===== config.mk =====
export PLATFORM = sky130hd
export DESIGN_NAME = m_div_ctrl
export DESIGN_NICKNAME = d
export VERILOG_FILES = /design/src/rtl/m_div_ctrl.sv
export SDC_FILE = /design/constraint.sdc
export NUM_CORES = 1
export LEC_CHECK = 0
export BUFFER_PORTS_ARGS = -buffer_cell sky130_fd_sc_hd__buf_2
export CORE_ASPECT_RATIO = 0.6
export CORE_MARGIN = 3
export CORE_UTILIZATION = 35
export DETAILED_ROUTE_END_ITERATION = 10
export PLACE_DENSITY_LB_ADDON = 0.05
export SLEW_MARGIN = 40
export SYNTH_ARGS = -nofsm -noshare
export SYNTH_HDL_FRONTEND = slang
export SYNTH_SLANG_ARGS = --single-unit
export TNS_END_PERCENT = 100

===== constraint.sdc =====
create_clock -name clk -period 9.8 [get_ports clk]
set_clock_uncertainty 0.2 [all_clocks]
set_input_delay 0.49 -clock clk [delete_from_list [all_inputs] [get_ports clk]]
set_output_delay 0.49 -clock clk [all_outputs]
set_load 0.02 [all_outputs]

===== src/rtl/m_div_ctrl.sv =====
// m_div_ctrl: issue/sequencing controller in front of an iterative RV32M divider core.
//
// Accepts DIV/DIVU/REM/REMU requests over a valid/ready handshake, answers divide-by-zero,
// signed overflow and repeat-operand hits from a one-entry result cache in one cycle, and
// otherwise starts the core and waits for it, guarded by a watchdog. Flush kills the
// in-flight op. If the core is already running, the controller drains it first.
//
// Ports:
//   clk, rst                    clock (rising edge), asynchronous active-high reset
//   i_reqValid_1/o_reqReady_1   request handshake (ready only in IDLE)
//   i_reqOp_2                   funct3[1:0]: 00 DIV, 01 DIVU, 10 REM, 11 REMU
//   i_reqA_32/i_reqB_32         dividend / divisor
//   o_respValid_1/i_respReady_1 response handshake
//   o_respData_32, o_respErr_1  quotient or remainder; err flags a watchdog abort (data 0)
//   i_flush_1                   kill in-flight op
//   o_busy_1                    controller not idle
//   o_divBegin_1                one-cycle core start pulse
//   o_mulDivSign_2              {1'b0, signed} to core
//   o_divOperand1_32/2_32       operands to core, held stable while it runs
//   i_divEnd_1                  core done; i_quotient_32/i_remainder_32 valid in that cycle
module m_div_ctrl #(
  parameter bit          CACHE_EN    = 1'b1,
  parameter int unsigned WDOG_CYCLES = 64
) (
  input  logic        clk,
  input  logic        rst,
  input  logic        i_reqValid_1,
  output logic        o_reqReady_1,
  input  logic [1:0]  i_reqOp_2,
  input  logic [31:0] i_reqA_32,
  input  logic [31:0] i_reqB_32,
  output logic        o_respValid_1,
  input  logic        i_respReady_1,
  output logic [31:0] o_respData_32,
  output logic        o_respErr_1,
  input  logic        i_flush_1,
  output logic        o_busy_1,
  output logic        o_divBegin_1,
  output logic [1:0]  o_mulDivSign_2,
  output logic [31:0] o_divOperand1_32,
  output logic [31:0] o_divOperand2_32,
  input  logic        i_divEnd_1,
  input  logic [31:0] i_quotient_32,
  input  logic [31:0] i_remainder_32
);

  // Counter value at which the cycle being spent in WAIT/DRAIN is the last one allowed.
  localparam logic [7:0] WdogLast = 8'(WDOG_CYCLES - 1);

  typedef enum logic [2:0] {StIdle, StIssue, StWait, StResp, StDrain} state_e;

  state_e state_q, state_d;

  logic        sign_q, rem_q;
  logic [31:0] a_q, b_q;
  logic [31:0] resp_data_q;
  logic        resp_err_q;
  logic [7:0]  wdog_q;

  logic        cache_valid_q, cache_sign_q;
  logic [31:0] cache_a_q, cache_b_q, cache_quo_q, cache_rem_q;

  logic        accept, req_signed, div_zero, sgn_ovf, cache_hit, fast_path, wdog_expire;
  logic [31:0] fast_quo, fast_rem, fast_data;

  assign accept      = i_reqValid_1 && (state_q == StIdle);
  assign req_signed  = ~i_reqOp_2[0];
  assign div_zero    = (i_reqB_32 == 32'h0);
  assign sgn_ovf     = req_signed && (i_reqA_32 == 32'h8000_0000) && (i_reqB_32 == 32'hFFFF_FFFF);
  assign cache_hit   = CACHE_EN && cache_valid_q && (i_reqA_32 == cache_a_q) &&
                       (i_reqB_32 == cache_b_q) && (req_signed == cache_sign_q);
  assign fast_path   = div_zero || sgn_ovf || cache_hit;
  // >= so that a flush landing on the last WAIT cycle still expires in DRAIN.
  assign wdog_expire = (wdog_q >= WdogLast);

  // Special cases override the cache.
  always_comb begin
    fast_quo = cache_quo_q;
    fast_rem = cache_rem_q;
    if (div_zero) begin
      fast_quo = 32'hFFFF_FFFF;
      fast_rem = i_reqA_32;
    end else if (sgn_ovf) begin
      fast_quo = 32'h8000_0000;
      fast_rem = 32'h0;
    end
  end

  assign fast_data = i_reqOp_2[1] ? fast_rem : fast_quo;

  // State register.
  always_ff @(posedge clk or posedge rst) begin
    if (rst) begin
      state_q <= StIdle;
    end else begin
      state_q <= state_d;
    end
  end

  // Next-state logic; flush outranks every other event.
  always_comb begin
    state_d = state_q;
    unique case (state_q)
      StIdle: begin
        if (i_flush_1) begin
          state_d = StIdle;
        end else if (accept) begin
          state_d = fast_path ? StResp : StIssue;
        end
      end
      // The begin pulse is already out, so a flush here must drain the core.
      StIssue: state_d = i_flush_1 ? StDrain : StWait;
      StWait: begin
        if (i_flush_1) begin
          state_d = i_divEnd_1 ? StIdle : StDrain;
        end else if (i_divEnd_1 || wdog_expire) begin
          state_d = StResp;
        end
      end
      StResp: begin
        if (i_flush_1 || i_respReady_1) begin
          state_d = StIdle;
        end
      end
      StDrain: begin
        if (i_divEnd_1 || wdog_expire) begin
          state_d = StIdle;
        end
      end
      default: state_d = StIdle;
    endcase
  end

  // Request, response, watchdog and cache registers.
  always_ff @(posedge clk or posedge rst) begin
    if (rst) begin
      sign_q        <= 1'b0;
      rem_q         <= 1'b0;
      a_q           <= 32'h0;
      b_q           <= 32'h0;
      resp_data_q   <= 32'h0;
      resp_err_q    <= 1'b0;
      wdog_q        <= 8'h0;
      cache_valid_q <= 1'b0;
      cache_sign_q  <= 1'b0;
      cache_a_q     <= 32'h0;
      cache_b_q     <= 32'h0;
      cache_quo_q   <= 32'h0;
      cache_rem_q   <= 32'h0;
    end else begin
      case (state_q)
        StIdle: begin
          if (accept && !i_flush_1) begin
            sign_q      <= req_signed;
            rem_q       <= i_reqOp_2[1];
            a_q         <= i_reqA_32;
            b_q         <= i_reqB_32;
            resp_data_q <= fast_data;
            resp_err_q  <= 1'b0;
          end
        end
        StIssue: wdog_q <= 8'h0;
        StWait: begin
          if (!wdog_expire) begin
            wdog_q <= wdog_q + 8'd1;
          end
          if (!i_flush_1) begin
            if (i_divEnd_1) begin
              resp_data_q   <= rem_q ? i_remainder_32 : i_quotient_32;
              resp_err_q    <= 1'b0;
              cache_valid_q <= 1'b1;
              cache_sign_q  <= sign_q;
              cache_a_q     <= a_q;
              cache_b_q     <= b_q;
              cache_quo_q   <= i_quotient_32;
              cache_rem_q   <= i_remainder_32;
            end else if (wdog_expire) begin
              resp_data_q   <= 32'h0;
              resp_err_q    <= 1'b1;
              cache_valid_q <= 1'b0;
            end
          end
        end
        StDrain: begin
          if (!wdog_expire) begin
            wdog_q <= wdog_q + 8'd1;
          end
        end
        default: ;
      endcase
    end
  end

  // Outputs.
  always_comb begin
    o_reqReady_1  = 1'b0;
    o_busy_1      = 1'b1;
    o_divBegin_1  = 1'b0;
    o_respValid_1 = 1'b0;
    o_respData_32 = 32'h0;
    o_respErr_1   = 1'b0;
    unique case (state_q)
      StIdle: begin
        o_reqReady_1 = 1'b1;
        o_busy_1     = 1'b0;
      end
      StIssue: o_divBegin_1 = 1'b1;
      StResp: begin
        o_respValid_1 = 1'b1;
        o_respData_32 = resp_data_q;
        o_respErr_1   = resp_err_q;
      end
      default: ;
    endcase
  end

  assign o_mulDivSign_2   = {1'b0, sign_q};
  assign o_divOperand1_32 = a_q;
  assign o_divOperand2_32 = b_q;

endmodule

### Yosys cells after proc, flatten, opt, wreduce, memory -nomap -nowiden

Index checks and enable logic that the tools add are counted.

| storage, ports and cells | value |
|---|---|
| flip-flop bits (word level) | 240 |
| input port bits | 136 |
| output and inout bits | 103 |
| logic and storage cells | 95 |

| operators by class | value |
|---|---|
| add/sub/neg operators | 1 |
| order comparisons | 1 |
| eq/ne operators | 17 |
| muxes and demuxes | 36 |
| bitwise logic cells | 2 |
| reductions and logical operators | 24 |

Operators by type and width:

| cell | number |
|---|---|
| $mux W32 | 11 |
| $eq A32 B32 Y1 | 2 |
| $eq A32 B32 Y1 const B | 2 |
| $pmux W32 S2 | 1 |
| $logic_not A32 Y1 | 1 |
| $mux W3 | 8 |
| $pmux W8 S2 | 1 |
| $pmux W3 S5 | 1 |
| $mux W1 | 11 |
| $ne A3 B3 Y1 const B | 3 |
| $add A8 B1 Y8 const B | 1 |
| $ge A8 B6 Y1 const B | 1 |
| $mux W8 | 1 |
| $ne A2 B2 Y1 const B | 4 |
| $reduce_and A4 Y1 | 2 |
| $logic_and A1 B1 Y1 | 7 |
| $eq A3 B2 Y1 const B | 2 |
| $reduce_and A3 Y1 | 2 |
| $reduce_bool A2 Y1 | 3 |
| $logic_or A1 B1 Y1 | 4 |
| $reduce_and A2 Y1 | 2 |
| $eq A3 B1 Y1 const B | 1 |
| $eq A3 B3 Y1 const B | 1 |
| $logic_not A3 Y1 | 1 |
| other kinds (7) | 8 |

### Longest topological paths before layout

| logic depth | value |
|---|---|
| depth after elaboration | 9 |
| mapped depth | 10 |
| mapped depth without buffers | 7 |

### Least setup slack after synthesis

Ideal clock, no wire load.

| timing path | value |
|---|---|
| path kind | input to register |
| from | in i_reqA_32[9] |
| to | reg resp_data_q[10] |
| library setup time | 0.134 ns |
| arrival | 2.165 ns |
| required time | 9.466 ns |
| path slack | 7.300 ns |
| stages on the path | 7 |
| buffers on the path | 1 |
| cells stage by stage | nor4_1 nand4_1 or4_4 nor4_4 buf_4 o211a_1 o311ai_1 |

| on the way | value |
|---|---|
| word-level cells in the longest chain between the ends | 8 |
| elaborated cells on any way between the ends | 10 |
| classes of those cells | eq/ne (1); mux (7); reduce/logical (2) |

RTL lines:

| element | RTL line | RTL |
|---|---|---|
| start, declared | 30 | `input logic [31:0] i_reqA_32,` |
| $eq A32 B32 Y1 (*) | 69 | `assign sgn_ovf = req_signed && (i_reqA_32 == 32'h8000_0000) && (i_reqB_32 == 32'hFFFF_FFFF);` |
| $logic_and A1 B1 Y1 (*) (2 in series) | 69 |  |
| $mux W32 | 83 | `end else if (sgn_ovf) begin` |
| $mux W32 | 80 | `if (div_zero) begin` |
| $mux W32 (*) | 89 | `assign fast_data = i_reqOp_2[1] ? fast_rem : fast_quo;` |
| $mux W32 (*) | 153 | `if (accept && !i_flush_1) begin` |
| $pmux W32 S2 (*) | 151 | `case (state_q)` |
| end signal, assigned | 158 | `resp_data_q <= fast_data;` |
| end signal, assigned | 169 | `resp_data_q <= rem_q ? i_remainder_32 : i_quotient_32;` |
| end, declared | 56 | `logic [31:0] resp_data_q;` |

Mark *: on every way between the ends. The rest lies on a longest branch, timed or not. The select of a mux whose other input is x is not followed.
A chain may end at the register's enable or synchronous reset.

### Worst setup path in the final report

| timing path | value |
|---|---|
| from | in i_reqOp_2[0] |
| to | reg resp_data_q[1] |

| on the way | value |
|---|---|
| word-level cells in the longest chain between the ends | 8 |
| elaborated cells on any way between the ends | 10 |
| classes of those cells | mux (7); bitwise (1); reduce/logical (2) |

RTL lines:

| element | RTL line | RTL |
|---|---|---|
| start, declared | 29 | `input logic [1:0] i_reqOp_2,` |
| $not A1 Y1 (*) | 67 | `assign req_signed = ~i_reqOp_2[0];` |
| $logic_and A1 B1 Y1 (*) (2 in series) | 69 |  |
| $mux W32 | 83 |  |
| $mux W32 | 80 |  |
| $mux W32 (*) | 89 |  |
| $mux W32 (*) | 153 |  |
| $pmux W32 S2 (*) | 151 |  |

Marks and branches as above.

==> run summary <==
The number of iterations in the first detailed-routing pass was 7. The tools report the via count of the first global-routing pass as 9,456. Standard cell with the maximum stage delay on the critical path: sky130_fd_sc_hd__or4_4. The die covers 0.03604 sq mm.

Of all nets on the critical path, the largest fanout is 35. In this run, the number of DRC markers left after iteration 0 of detailed routing was 516. In this run the critical register-to-register path is launched from state_q[0]. The logs give 0 for the count of endpoints failing hold in the final timing report and 0 for the leftover overflow at the end of global routing.

Yosys printed 0 warnings. In this run, CTS created clock tree buffers numbering 26. In this run the deepest clock path goes through 3 buffers. The number of different library cells used by synthesis comes to 58.

In the final layout, flip-flops and latches occupy 0.006007 sq mm. In this run the worst setup path terminates at resp_data_q[1]. Counting instances, the worst hold path has a depth of 2. The worst setup path is captured at a flop.

Number of buffers added on ports: 237. Dividing the detail-routed via count by the number of cells gives 5.196. The core area came out at 0.03280 sq mm. The net count after synthesis came out at 1,169. The run gives 103 as the pin count of the biggest net entering global routing. The end of the worst register-to-register path is cache_quo_q[21]. The buffer and inverter count on the worst path was 3; the fraction of registers with async set or reset after synthesis was 100.0%.

After detailed routing, the number of remaining DRC violations is 0. In this design, the stage delay of the slowest critical-path cell is 0.57 ns. The run gives 3.44 ns as the critical path arrival. Fmax: 308.6 MHz. In the final routed layout, each cell accounts on average for 22.44 um.

The run gives 0 as the final count of negative-setup-slack endpoints. The worst setup path is of the in -> reg kind. TritonCTS built the clock tree. The number of max-cap violations was 0. Detailed placement ended at an HPWL of 27,640 um. Library cell with the largest summed area after synthesis: sky130_fd_sc_hd__dfrtp_1. For the routed via count, the log shows 9,233.

The flow ran to the end, and the final reports show no timing, DRC or antenna violations. The buffer count from post-CTS setup fixing is 0, and the total routing usage reported by global routing is 22.04%. The synthesized area per cell was 11.44 sq um. The H-tree depth reported by CTS was 1; the row count was 51.

In this run the tightest slew margin relative to its limit is 45.56%. In this run the number of cells on the critical path is 9. Summed over all layers, the routed wires come to 39,870 um. Yosys instantiated no cell more often than sky130_fd_sc_hd__dfrtp_1. Final number of max-transition violations: 0.

The instance count after placement with tap cells included was 1,670. After synthesis, the cell types taking the most area are sky130_fd_sc_hd__dfrtp_1, sky130_fd_sc_hd__mux2_1, sky130_fd_sc_hd__nand2_1. Clock tree synthesis found a total of 240 sinks. The actual transition at the worst max-transition pin came out at 0.8166 ns. Flip-flop cell with the highest count after synthesis: sky130_fd_sc_hd__dfrtp_1. The category of cells accounting for the largest share of critical-path delay is buffers and inverters. The run gives 1,777 as the count of placed standard cells in the final layout, fillers left out. Summing the sequential cell areas from Yosys gives 50.87% of the chip area. The synthesized netlist occupies a cell area of 0.01181 sq mm.

By count the netlist is led by sky130_fd_sc_hd__dfrtp_1, sky130_fd_sc_hd__mux2_1, sky130_fd_sc_hd__nand2_1. The number of gates resized after CTS was 0. The share of final-layout standard cells stronger than drive strength 1 works out to 22.98%. For the initial antenna violation count, the log shows 0. Setup repair after global routing left no endpoint under its margin. Synthesis handed over a netlist of 1,032 instances. The number of buffers added to fix hold violations after cts came out at 61. The tools report the maximum vdd drop as 0.0001374 V.

The required time at the endpoint of the critical path was 10.00 ns. The post-route cell area was 0.01490 sq mm. The congestion estimate from routability-driven global placement came to 0.7797. In this run the static leakage power is 7.038 nW. The initial utilization of the core area, before any placement, comes to 36.00%. After filler insertion, the fill cell instance count of the layout stands at 3,202. The number of antenna diodes in the final layout is 0. The share of synthesized area in the top cell type comes to 50.87%. Clock transition at the registers of the reported paths: 0.06 ns. The multi-input combinational cells in the finished layout cover a total of 0.005454 sq mm. After layout, the design draws a total of 4.130 mW.

The source of the critical timing path is i_reqOp_2[0]. The worst register-to-register path has a depth of 7. The first global-routing pass estimated 61,220 um of wire. 239 I/O pins were placed. The run gives 0.54 ns as the later-pin clock latency in the skew report. After routing, the total negative slack on setup checks comes to 0 ns. The final layout contains 1,446 nets. The power per cell area works out to 277.2 mW/mm^2. Element type at the critical path start: an input pin. For flop-to-flop paths, the worst setup slack is 6.77 ns.

Cell at the root of the clock tree: sky130_fd_sc_hd__clkbuf_16. In this run the horizontal extent of the chip is 243.1 um. The signal on the critical path passes through dlygate4sd3_1 -> buf_2 -> nor4b_2 -> nand4_1 -> or4_4 -> nor4_4 -> buf_4 -> a21o_4 -> o311ai_1. The post-route antenna net violation count is 0, and the final clock period utilization by the worst path is 33.07%. Yosys mapped a number of flops with a built-in enable equal to 0. The area growth from synthesis to layout is 26.18%. The vertical extent of the die came out at 148.3 um.

The class of the most critical hold timing path was in -> reg. Once placement finished, the instance area stood at 0.01347 sq mm. The synthesized design contains 240 register bits. The post-route minimum period works out to 3.240 ns.
[per-layer routing]
metal	global-route usage [%]	vias to the layer above	share of wire (%)
met1	33.78	4728	51
met3	3.369	41	3.8
li1	-	4266	-
met4	4.236	0	1.8
met2	33.05	198	43
met5	0	-	0
[cell usage in the layout, fill, tap and decap left out, types with 6 or more instances in the layout]
master,count
sky130_fd_sc_hd__dfrtp_1,239
sky130_fd_sc_hd__buf_2,237
sky130_fd_sc_hd__mux2_1,182
sky130_fd_sc_hd__nand2_1,126
sky130_fd_sc_hd__dlygate4sd3_1,61
sky130_fd_sc_hd__nor2_1,50
sky130_fd_sc_hd__xnor2_1,43
sky130_fd_sc_hd__and2_1,35
sky130_fd_sc_hd__mux2i_1,33
sky130_fd_sc_hd__or3_1,32
sky130_fd_sc_hd__o211a_1,32
sky130_fd_sc_hd__o311ai_1,31
sky130_fd_sc_hd__clkbuf_16,27
sky130_fd_sc_hd__nand4_1,20
sky130_fd_sc_hd__o21ai_1,19
sky130_fd_sc_hd__nor4_1,19
sky130_fd_sc_hd__inv_1,15
sky130_fd_sc_hd__nand2b_1,13
sky130_fd_sc_hd__buf_4,10
sky130_fd_sc_hd__clkbuf_1,8
sky130_fd_sc_hd__xor2_1,6
sky130_fd_sc_hd__clkinv_2,6
[worst reg2reg max path, cell delays in order (launching register included)]
cell,delay (ns)
sky130_fd_sc_hd__dfrtp_1,0.53
sky130_fd_sc_hd__nand2b_1,0.23
sky130_fd_sc_hd__nor2_1,0.14
sky130_fd_sc_hd__nand2_1,0.07
sky130_fd_sc_hd__buf_4,0.26
sky130_fd_sc_hd__nor2_4,0.39
sky130_fd_sc_hd__buf_4,0.67
sky130_fd_sc_hd__mux2_1,0.42
[area by class of cell]
class                   instances  share of cell area (%)
repair buffers                314                   13.35
flip-flops and latches        240                   40.32
well taps                     450                   3.780
clock buffers                  40                   5.199
multi-input cells             709                   36.61
inverters                      18                  0.5375
clock inverters                 6                  0.2016
[flip-flops by register name, indices dropped and copies added, names as in the netlist]
| signal | cells |
|---|---|
| state_q | 3 |
| sign_q | 1 |
| cache_valid_q | 1 |
| o_divOperand1_32 | 32 |
| wdog_q | 8 |
| cache_quo_q | 32 |
| resp_data_q | 32 |
| cache_sign_q | 1 |
| o_divOperand2_32 | 32 |
| rem_q | 1 |
| cache_a_q | 32 |
| cache_b_q | 32 |
| cache_rem_q | 32 |
| resp_err_q | 1 |
[how the worst min path moves through the flow]
stage,start,end
after CTS,i_remainder_32[31],cache_rem_q[31]
after detailed placement,resp_err_q,resp_err_q
after global routing,i_remainder_32[31],cache_rem_q[31]
after floorplan,resp_err_q,resp_err_q
after global placement,cache_rem_q[2],cache_rem_q[2]
final,i_reqA_32[17],o_divOperand1_32[17]
[cells by family (layout without fill, tap and decap cells)]
group | Yosys count | in the layout | share of synthesized area, %
other cells | 1 | 1 | 0.03176
mux | 215 | 215 | 20.16
xor+xnor | 49 | 49 | 3.635
buf+inv | 83 | 378 | 3.179
fa+ha+maj | 1 | 1 | 0.1060
flops | 240 | 240 | 50.87
simple gates | 324 | 324 | 13.70
compound gates | 119 | 119 | 8.319
[per-stage QoR]
stage	setup WS (ns)	utilization, %	hold WS, ns
5_1_grt	6.387	45.42	0.01301
6_report	6.560	45.42	0.02918
3_3_place_gp	6.059	40.80	0.2664
4_1_cts	6.574	45.39	0.0007477
3_5_place_dp	6.037	41.08	0.2716
2_1_floorplan	2.522	-	0.2418
[report_power, final]
| group | internal [mW] | switching, mW | total (mW) |
|---|---|---|---|
| Combinational | 0.618 | 0.807 | 1.42 |
| Clock | 0.541 | 0.417 | 0.957 |
| Sequential | 1.44 | 0.308 | 1.75 |
Note: power is estimated with default switching activity, not from simulation.
